<file path="config.mk">
export PLATFORM = sky130hd
export DESIGN_NAME = serial_adder
export DESIGN_NICKNAME = d
export VERILOG_FILES = /design/src/rtl/serial_adder.sv
export SDC_FILE = /design/constraint.sdc
export NUM_CORES = 1
export LEC_CHECK = 0
export CORE_ASPECT_RATIO = 2
export CORE_UTILIZATION = 45
export CTS_BUF_LIST = sky130_fd_sc_hd__clkbuf_16
export DETAILED_ROUTE_END_ITERATION = 10
export HOLD_SLACK_MARGIN = 0.06
export MAX_ROUTING_LAYER = met4
export PLACE_DENSITY_LB_ADDON = 0.1
export SYNTH_ARGS = -nofsm -noshare
export SYNTH_HDL_FRONTEND = slang
export SYNTH_SLANG_ARGS = --single-unit
</file>
<file path="constraint.sdc">
create_clock -name clk -period 1.4 [get_ports clk]
set_input_delay 0.35 -clock clk [delete_from_list [all_inputs] [get_ports clk]]
set_output_delay 0.35 -clock clk [all_outputs]
set_load 0.1 [all_outputs]
</file>
<file path="src/rtl/serial_adder.sv">
// Bit-serial ripple adder: LSB-first, one full-adder bit per clock, WIDTH cycles per sum.
// Optional signed-overflow output `ovf` is enabled by defining SERIAL_ADDER_OVF_EN.
module serial_adder #(
   parameter int unsigned WIDTH = 8
) (
   input  logic             clk,
   input  logic             rst,
   input  logic             start,
   input  logic [WIDTH-1:0] a_in,
   input  logic [WIDTH-1:0] b_in,
   input  logic             cin,
   output logic             busy,
   output logic             done,
   output logic [WIDTH-1:0] sum,
   output logic             cout
`ifdef SERIAL_ADDER_OVF_EN
   ,
   output logic             ovf
`endif
);

   localparam int unsigned CW = $clog2(WIDTH);

   typedef enum logic [1:0] {
      S_IDLE,
      S_RUN,
      S_DONE
   } state_t;

   state_t           r_state;
   state_t           w_state_nxt;
   logic             w_load;
   logic             w_last;
   logic             w_s;
   logic             w_c;
   logic [WIDTH-1:0] r_a;
   logic [WIDTH-1:0] r_b;
   logic [WIDTH-1:0] r_sum;
   logic [CW-1:0]    r_cnt;
   logic             r_carry;
   logic             r_cout;
   logic             r_busy;
   logic             r_done;
`ifdef SERIAL_ADDER_OVF_EN
   logic             r_ovf;
`endif

   // One full-adder slice on the current LSBs
   assign w_s = r_a[0] ^ r_b[0] ^ r_carry;
   assign w_c = (r_a[0] & r_b[0]) | (r_a[0] & r_carry) | (r_b[0] & r_carry);

   always_ff @(posedge clk or posedge rst) begin
      if (rst) begin
         r_state <= S_IDLE;
      end else begin
         r_state <= w_state_nxt;
      end
   end

   always_comb begin
      w_state_nxt = r_state;
      w_load      = 1'b0;
      w_last      = 1'b0;
      case (r_state)
         S_IDLE: begin
            if (start) begin
               w_load      = 1'b1;
               w_state_nxt = S_RUN;
            end
         end
         S_RUN: begin
            if (r_cnt == CW'(WIDTH - 1)) begin
               w_last      = 1'b1;
               w_state_nxt = S_DONE;
            end
         end
         S_DONE: begin
            if (start) begin
               w_load      = 1'b1;
               w_state_nxt = S_RUN;
            end else begin
               w_state_nxt = S_IDLE;
            end
         end
         default: w_state_nxt = S_IDLE;
      endcase
   end

   // Datapath; the final carry (and overflow) is captured separately so it holds through the next load
   always_ff @(posedge clk or posedge rst) begin
      if (rst) begin
         r_a     <= '0;
         r_b     <= '0;
         r_sum   <= '0;
         r_cnt   <= '0;
         r_carry <= 1'b0;
         r_cout  <= 1'b0;
         r_busy  <= 1'b0;
         r_done  <= 1'b0;
`ifdef SERIAL_ADDER_OVF_EN
         r_ovf   <= 1'b0;
`endif
      end else begin
         r_busy <= (w_state_nxt == S_RUN);
         r_done <= (w_state_nxt == S_DONE);
         if (w_load) begin
            r_a     <= a_in;
            r_b     <= b_in;
            r_carry <= cin;
            r_cnt   <= '0;
            r_sum   <= '0;
         end else if (r_state == S_RUN) begin
            r_a     <= {1'b0, r_a[WIDTH-1:1]};
            r_b     <= {1'b0, r_b[WIDTH-1:1]};
            r_sum   <= {w_s, r_sum[WIDTH-1:1]};
            r_carry <= w_c;
            if (w_last) begin
               r_cout <= w_c;
`ifdef SERIAL_ADDER_OVF_EN
               r_ovf  <= r_carry ^ w_c;
`endif
            end else begin
               r_cnt <= r_cnt + CW'(1);
            end
         end
      end
   end

   assign busy = r_busy;
   assign done = r_done;
   assign sum  = r_sum;
   assign cout = r_cout;
`ifdef SERIAL_ADDER_OVF_EN
   assign ovf  = r_ovf;
`endif

endmodule

</file>
Word level (Yosys, flattened, before mapping)
Cells that the tools add are included.
{ "op_classes": {"n_addsub": 1, "n_eq_ne": 6, "mux": 19, "bitwise": 8, "reduce_logical": 5} }
{ "op_table": {"columns": ["cell", "count"], "rows": [
  ["$mux W8", 6],
  ["$mux W3", 3],
  ["$mux W1", 7],
  ["$pmux W2 S3", 1],
  ["$eq A2 B1 Y1 const B", 2],
  ["$eq A2 B2 Y1 const B", 2],
  ["$mux W2", 2],
  ["$add A3 B1 Y3 const B", 1],
  ["$and A1 B1 Y1", 3],
  ["$eq A3 B3 Y1 const B", 1],
  ["$reduce_and A3 Y1", 1],
  ["$logic_not A2 Y1", 1],
  ["$ne A2 B2 Y1 const B", 1],
  ["$or A1 B1 Y1", 2],
  ["$reduce_and A2 Y1", 1],
  ["$reduce_bool A2 Y1", 1],
  ["$reduce_or A2 Y1", 1],
  ["$xor A1 B1 Y1", 2],
  ["$not A1 Y1", 1]
]} }
{ "word_totals": {"ff_bits": 33, "inputBits": 20, "output_inout_bits": 11, "word_cells": 48} }

Depth between registers and ports, before layout
Gate-level depths: netlist (run 1).
{ "depth": {"depth_word": 6, "ltp_mapped": 5, "mapped_depth_nobuf": 5} }

Worst setup path before layout (run 1)
Ideal clock, no wire load.
{ "synth_path": {"path_type": "register -> register", "from": "reg r_cnt[0]", "to": "reg r_cnt[0]", "setup_ps": 125, "arrival_ps": 1372, "required_ps": 1275, "path_slack_ps": -96, "stages_incl_launch_ff": 6, "n_path_buf": 0, "period_less_slack_ps": 1496, "cell_sequence": "dfrtp_1 -> ha_1 -> ha_1 -> nor3b_2 -> nor2b_2 -> mux2_2"} }
{ "synth_via": {"elab_chain_len": 5, "elab_cells_between_ends": 9, "classes_between": "1 x add/sub; 2 x eq/ne; 5 x mux; 1 x reduce/logical"} }
{ "synth_lines": {"columns": ["element", "line_no", "text"], "rows": [
  ["start, declared", "39", "logic [CW-1:0] r_cnt;"],
  ["start signal, assigned", "123", "r_cnt <= r_cnt + CW'(1);"],
  ["branches (longest 5 deep; another with $add A3 B1 Y3)", null, null]
]} }
Parallel ways; which one is timed is not known. The select of a mux whose other input is x is not followed.
A chain may end at the register's enable or synchronous reset.

Worst setup path in the final report (run 1)
{ "layout_path": {"from": "reg r_b[0]", "to": "reg r_sum[7] (netlist: sum[7])"} }
{ "layout_via": {"elab_chain_len": 4} }
{ "layout_lines": {"columns": ["element", "line_no", "text"], "rows": [
  ["start, declared", "37", "logic [WIDTH-1:0] r_b;"],
  ["start signal, assigned", "108", "r_b <= b_in;"],
  ["start signal, assigned", "114", "r_b <= {1'b0, r_b[WIDTH-1:1]};"],
  ["$xor A1 B1 Y1 (2 in series)", "49", "assign w_s = r_a[0] ^ r_b[0] ^ r_carry;"],
  ["$mux W8", "112", "end else if (r_state == S_RUN) begin"],
  ["$mux W8", "106", "if (w_load) begin"],
  ["end signal, assigned", "115", "r_sum <= {w_s, r_sum[WIDTH-1:1]};"],
  ["end, declared", "38", "logic [WIDTH-1:0] r_sum;"]
]} }
No other way between the ends. The select of a mux whose other input is x is not followed.

==> impl_metrics.toml, run 1 <==
[sta]
worst_slack_ns = -0.0354
finalSetupTns_ns = -0.0884
final.setup_skew_ns = 0.00476
finalSetupViolations = 3
drv_slew = 0
hold_ws_ns = 0.416
finalCritPeriodShare_pct = 103
hold_viol_final = 0
rsz0062_at_grt = "yes"
period_minus_slack_ns = 1.44
max_freq_mhz = 697
worst_pin_slew_ns = 0.330
max-slew-margin-rel_pct = 78.0

[layout]
synthToLayoutAreaGrowth_pct = 46.1
register_area_um2 = 827
fin_nets = 201
drive_gt1_share_pct = 25.7
fill_cells = 236
final_area_um2 = 2270
multi_input_area_um2 = 671
insertedDiodeCount = 0

[power]
sw_frac_of_total_pct = 42.0
seqPwrFrac_pct = 30.0
ir_drop_uv = 1380
power.density_nw_per_um2 = 2660
pwr-share-clk_pct = 16.7
p_switching_w = 0.00254
p_comb_share_pct = 53.3
total_power_w = 0.00604
leakage_nw = 1.01
intPower_w = 0.00350

[clocking]
postCtsHoldBufs = 0
cts_tree = "built"
ctsHtreeMaxLevel = 2
ctsLongestPathBuffers = 2
clock-sinks = 33
clockRootBuffer = "clkbuf_16"
clk_latency_ns = 0.27
cts_inserted_buffers = 5
clkTransAtPathRegs_ns = 0.05

[routing]
route.met2.wl_um = 1810
routedWlPerCell_um = 15.1
dr_total_vias = 1194
met1_length_um = 1190
drtIter0Drc = 18
routed_wl_um = 3170
drt_pass1_iterations = 7
drtAntennaViolNets = 0
top_layer = "met4"
routed_via_density = 5.69
wl_met3_um = 105
drcViolationCount = 10

[setup_path]
worst_r2r_path_depth = 3
critPathCaptureType = "flop"
critPathMaxFanout = 2
worstSetupStartpoint = "r_b[0]"
path_class = "reg -> reg"
startpoint_type = "flop"
rr_startpoint = "r_b[0]"
required_ns = 1.56
cp.arrival_ns = 1.59

[placement]
gp_congestion = 0.686
hpwlAfterDp_um = 2290
postPlaceCellArea_um2 = 2060
portBuffers = 30

[run_status]
failed_checks = "design-rule violations, negative setup slack"
status = "finished with violations"

[die]
dieArea_um2 = 3710
fp-row-count = 29
io_pins = 31
die_h_um = 85.1
initial_core_util_pct = 48.1
die_w_um = 43.6
coreArea_um2 = 3230

[synthesis]
yosys_warnings = 0
synth_fa_ha_area_share_pct = 2.90
synth_cell_types = 25
synth_top_cell_area_share_pct = 53.1
netlist_instances = 132
async_reset_ff_share_pct = 100
syn_area_um2 = 1550
synth.most_common_cell = "dfrtp_1"
synth_edf_count = 0
synthMuxAreaShare_pct = 10.8
synth-simple-area-share_pct = 9.02
synth_top_family_by_area = "compound AO/OA/AOI/OAI gates"
yosysSeqAreaShare_pct = 53.1
yosys-top-cells-count = "dfrtp_1, a21oi_1, mux2i_1"
synth_seq_cells = 33
ys.flop_type = "dfrtp_1"
synth_nets = 155
synth_compound_area_share_pct = 18.5
yosys.area.top_type = "dfrtp_1"
ys_top_cells_by_area = "dfrtp_1, mux2i_1, a22o_1, a211oi_1, a21oi_1"
syn_area_per_cell_um2 = 11.8
synth_xor_xnor_area_share_pct = 0

[global_routing]
grt_pass1_wl_um = 5460
grt.total_usage_pct = 20.3
antenna_found_initial = 0
grt_max_degree = 34
grt_pass1_vias = 1234
grt-ovfl-total = 0

[worst_hold_path]
holdCritPathClass = "in -> async"

[flow_run]
maxCapViolCount = 0
-- flip-flops by register name (all words and copies together) (netlist names) --
name and cells:
r_a 8, r_b 8, sum 8, r_cnt 3
r_state 2, busy 1, cout 1, done 1
r_carry 1
-- final timing paths --
check	end	slack, ns
setup / recovery	sum[7]	-0.04
hold / removal	r_cnt[2]	0.42
setup reg to reg	sum[7]	-0.04
hold reg to reg	r_b[2]	0.53
max in group asynchronous	sum[7]	0.80
min in group clk	r_b[2]	0.53
-- metal layers --
| layer | up-vias | track usage [%] |
|---|---|---|
| met5 | - | - |
| met4 | 0 | 11.6 |
| met3 | 6 | 4.68 |
| met2 | 34 | 33.5 |
| met1 | 589 | 21.1 |
| li1 | 565 | - |
-- through the flow --
step / worst slack (ns) / utilization (%) / instances
6_report: -0.0354 / 70.3 / 210
4_1_cts: -0.0522 / 69.4 / 207
3_3_place_gp: -0.150 / 63.9 / 197
5_1_grt: -0.0876 / 70.3 / 210
2_1_floorplan: -0.0268 / - / 132
3_5_place_dp: -0.207 / 63.9 / 197
-- critical path: stages, from the launching register on --
cell	delay, ns
dfrtp_1	0.40
fa_1	0.48
mux2_2	0.27
a22o_1	0.17
-- cells by family (layout without fill, tap and decap cells) --
group                      count (synthesis)  in the layout
buffers and inverters                     16             63
DFF                                       33             33
muxes                                     16             16
AOI/OAI and AO/OA                         43             43
and+or+nand+nor                           21             21
adders and majority gates                  3              3
-- timing repair --
action	in CTS	in global routing
buffers inserted	2	4
pin swaps	5	5
resized for setup	5	3
setup endpoints to repair	2	8
hold endpoints to repair	0	0
-- layout by cell type, fill, tap and decap left out, types with 2 or more instances in the layout --
cell type	synthesis	layout
mux2_4	1	2
mux2i_1	13	13
buf_4	2	15
a211oi_1	11	11
a21oi_1	15	15
buf_12	0	12
nand2b_1	2	2
inv_1	7	8
a22o_1	10	10
nor2b_1	11	11
o22ai_1	4	4
clkinv_2	0	2
o21ai_0	2	2
clkbuf_16	0	5
clkdlybuf4s50_1	0	18
buf_6	2	2
dfrtp_1	33	32
nand3_1	2	2
-- power groups by stage --
stage | sequential, W | combinational [W] | clock (W)
global route | 0.00188 | 0.00344 | 0.00107
CTS | 0.00182 | 0.00320 | 0.00103
global placement | 0.00180 | 0.00298 | 0
detailed placement | 0.00183 | 0.00307 | 0
finish | 0.00182 | 0.00322 | 0.00101
floorplan | 0.00260 | 0.00119 | 0
-- cell type report --
cell class,count,share of cell area (%)
clock buffer,5,5.51
inverter,7,1.16
multi-input combinational,83,29.5
clock inverter,3,0.606
timing repair buffer,48,25.0
sequential,33,36.4
tap,31,1.71
(Power assumes the default switching activity.)
==> run 2, diff against run 1 <==
SETUP_SLACK_MARGIN = 0.1   (was unset)
==> impl_metrics.toml, run 2 (synthesis results as in run 1) <==
[power]
ir_drop_uv = 1520
power.density_nw_per_um2 = 2700
p_comb_share_pct = 53.7
p_switching_w = 0.00259
pwr-share-clk_pct = 16.7
leakage_nw = 1.00
seqPwrFrac_pct = 29.6
sw_frac_of_total_pct = 42.3
intPower_w = 0.00353

[setup_path]
startpoint_type = "flop"
path_class = "reg -> reg"
worst_r2r_path_depth = 3
path_buf_inv = 0
required_ns = 1.54
cp_cell_sequence = "fa_1 -> mux2_2 -> a22o_1"
critical_path.slowest_cell = "fa_1"
rr_startpoint = "r_a[0]"
cp.arrival_ns = 1.64
critPathMaxFanout = 2
r2r-end = "sum[7]"
critPathCaptureType = "flop"
rrSetupSlack_ns = -0.10
path_delay_family = "adder cells"
slowest_delay_ns = 0.49

[global_routing]
antenna_found_initial = 0
grt-ovfl-total = 0
grt.total_usage_pct = 21.2
grt_max_degree = 28
grt_pass1_vias = 1224
grt_pass1_wl_um = 5730

[sta]
worst_pin_slew_ns = 0.314
finalSetupTns_ns = -0.169
finalSetupViolations = 2
worst_slack_ns = -0.101
finalCritPeriodShare_pct = 107
max_freq_mhz = 666
hold_viol_final = 0
final.setup_skew_ns = 0.00595
period_minus_slack_ns = 1.50
drv_slew = 0
rsz0062_at_grt = "yes"
max-slew-margin-rel_pct = 79.1
hold_ws_ns = 0.413

[die]
coreArea_um2 = 3230
dieArea_um2 = 3710
die_w_um = 43.6
io_pins = 31
die_h_um = 85.1
initial_core_util_pct = 48.1
fp-row-count = 29

[placement]
gp_congestion = 0.757
portBuffers = 30
hpwlAfterDp_um = 2340
dp.cells = 195
place_ws_ns = -0.230

[run_status]
status = "finished with violations"
failed_checks = "design-rule violations, negative setup slack"

[routing]
routed_wl_um = 3290
routed_via_density = 5.62
routedWlPerCell_um = 15.7
drcViolationCount = 4
dr_total_vias = 1174
drtAntennaViolNets = 0
drtIter0Drc = 29
drt_pass1_iterations = 7

[clocking]
cts_inserted_buffers = 5
clkTransAtPathRegs_ns = 0.05
ctsHtreeMaxLevel = 2
clock-sinks = 33
cts_tree = "built"
ctsLongestPathBuffers = 2
clockRootBuffer = "clkbuf_16"
clk_latency_ns = 0.27

[layout]
instances_no_fill = 209
layout_common_cells = "dfrtp_1, clkdlybuf4s50_1, a21oi_1"
synthToLayoutAreaGrowth_pct = 46.1
register_area_um2 = 827
multi_input_area_um2 = 671
mostFrequentLayoutCell = "dfrtp_1"
fill_cells = 224
fin_nets = 200
final_core_util_pct = 70.3
insertedDiodeCount = 0
drive_gt1_share_pct = 26.4

[worst_hold_path]
holdCritPathClass = "in -> async"

[flow_run]
maxCapViolCount = 0
[run 2: cell types whose count changed in the layout (fill, tap and decap cells not counted), sizes merged]
cell	previous run	this run
buf	29	28
dlymetal6s2s	1	0
dlygate4sd2	0	1
[run 2: area by class of cell]
type | count | area share (%)
Tap cell | 31 | 1.71
Multi-Input combinational cell | 83 | 29.5
Timing Repair Buffer | 47 | 25.1
Inverter | 7 | 1.16
Clock inverter | 3 | 0.606
Sequential cell | 33 | 36.4
Clock buffer | 5 | 5.51
[run 2: worst max-delay path by stage]
| stage | from | end | cells past startpoint |
|---|---|---|---|
| 6_report | r_a[0] | sum[7] | 3 |
| 3_3_place_gp | start | sum[5] | 4 |
| 3_5_place_dp | start | sum[2] | 4 |
| 4_1_cts | r_carry | sum[7] | 3 |
| 2_1_floorplan | r_cnt[1] | r_cnt[0] | 5 |
| 5_1_grt | r_a[0] | sum[7] | 3 |
[run 2: repair_timing]
| action | in CTS | in global routing |
|---|---|---|
| setup buffers | 5 | 2 |
| endpoints found under the setup margin | 21 | 11 |
| hold buffers | 0 | 0 |
| cloned | 0 | 0 |
| hold endpoints to repair | 0 | 0 |
| pin swaps | 2 | 2 |
| gates resized for setup | 3 | 4 |
[run 2: through the flow]
step,cell area [µm²],total power (W)
after floorplan,1580,0.00381
after global placement,2070,0.00475
after detailed placement,2070,0.00491
after CTS,2240,0.00605
after global routing,2270,0.00644
final,2270,0.00612
[run 2: worst reg2reg max path, stage by stage (launching register included)]
cell and delay (ns):
dfrtp_1 0.39, fa_1 0.49, mux2_2 0.28, a22o_1 0.22
[run 2: power by group through the flow]
stage	registers [W]	clock network, W	logic, W
final	0.00181	0.00102	0.00329
after CTS	0.00182	0.00104	0.00319
after floorplan	0.00260	0	0.00121
after global placement	0.00179	0	0.00296
after global routing	0.00188	0.00108	0.00348
after detailed placement	0.00183	0	0.00308
[run 2: routing by layer]
layer  global-route usage, %  share of wire, %
met5                       -                 0
met3                    4.68               3.4
met4                    11.1               2.3
met2                    34.7                56
met1                    23.2                38
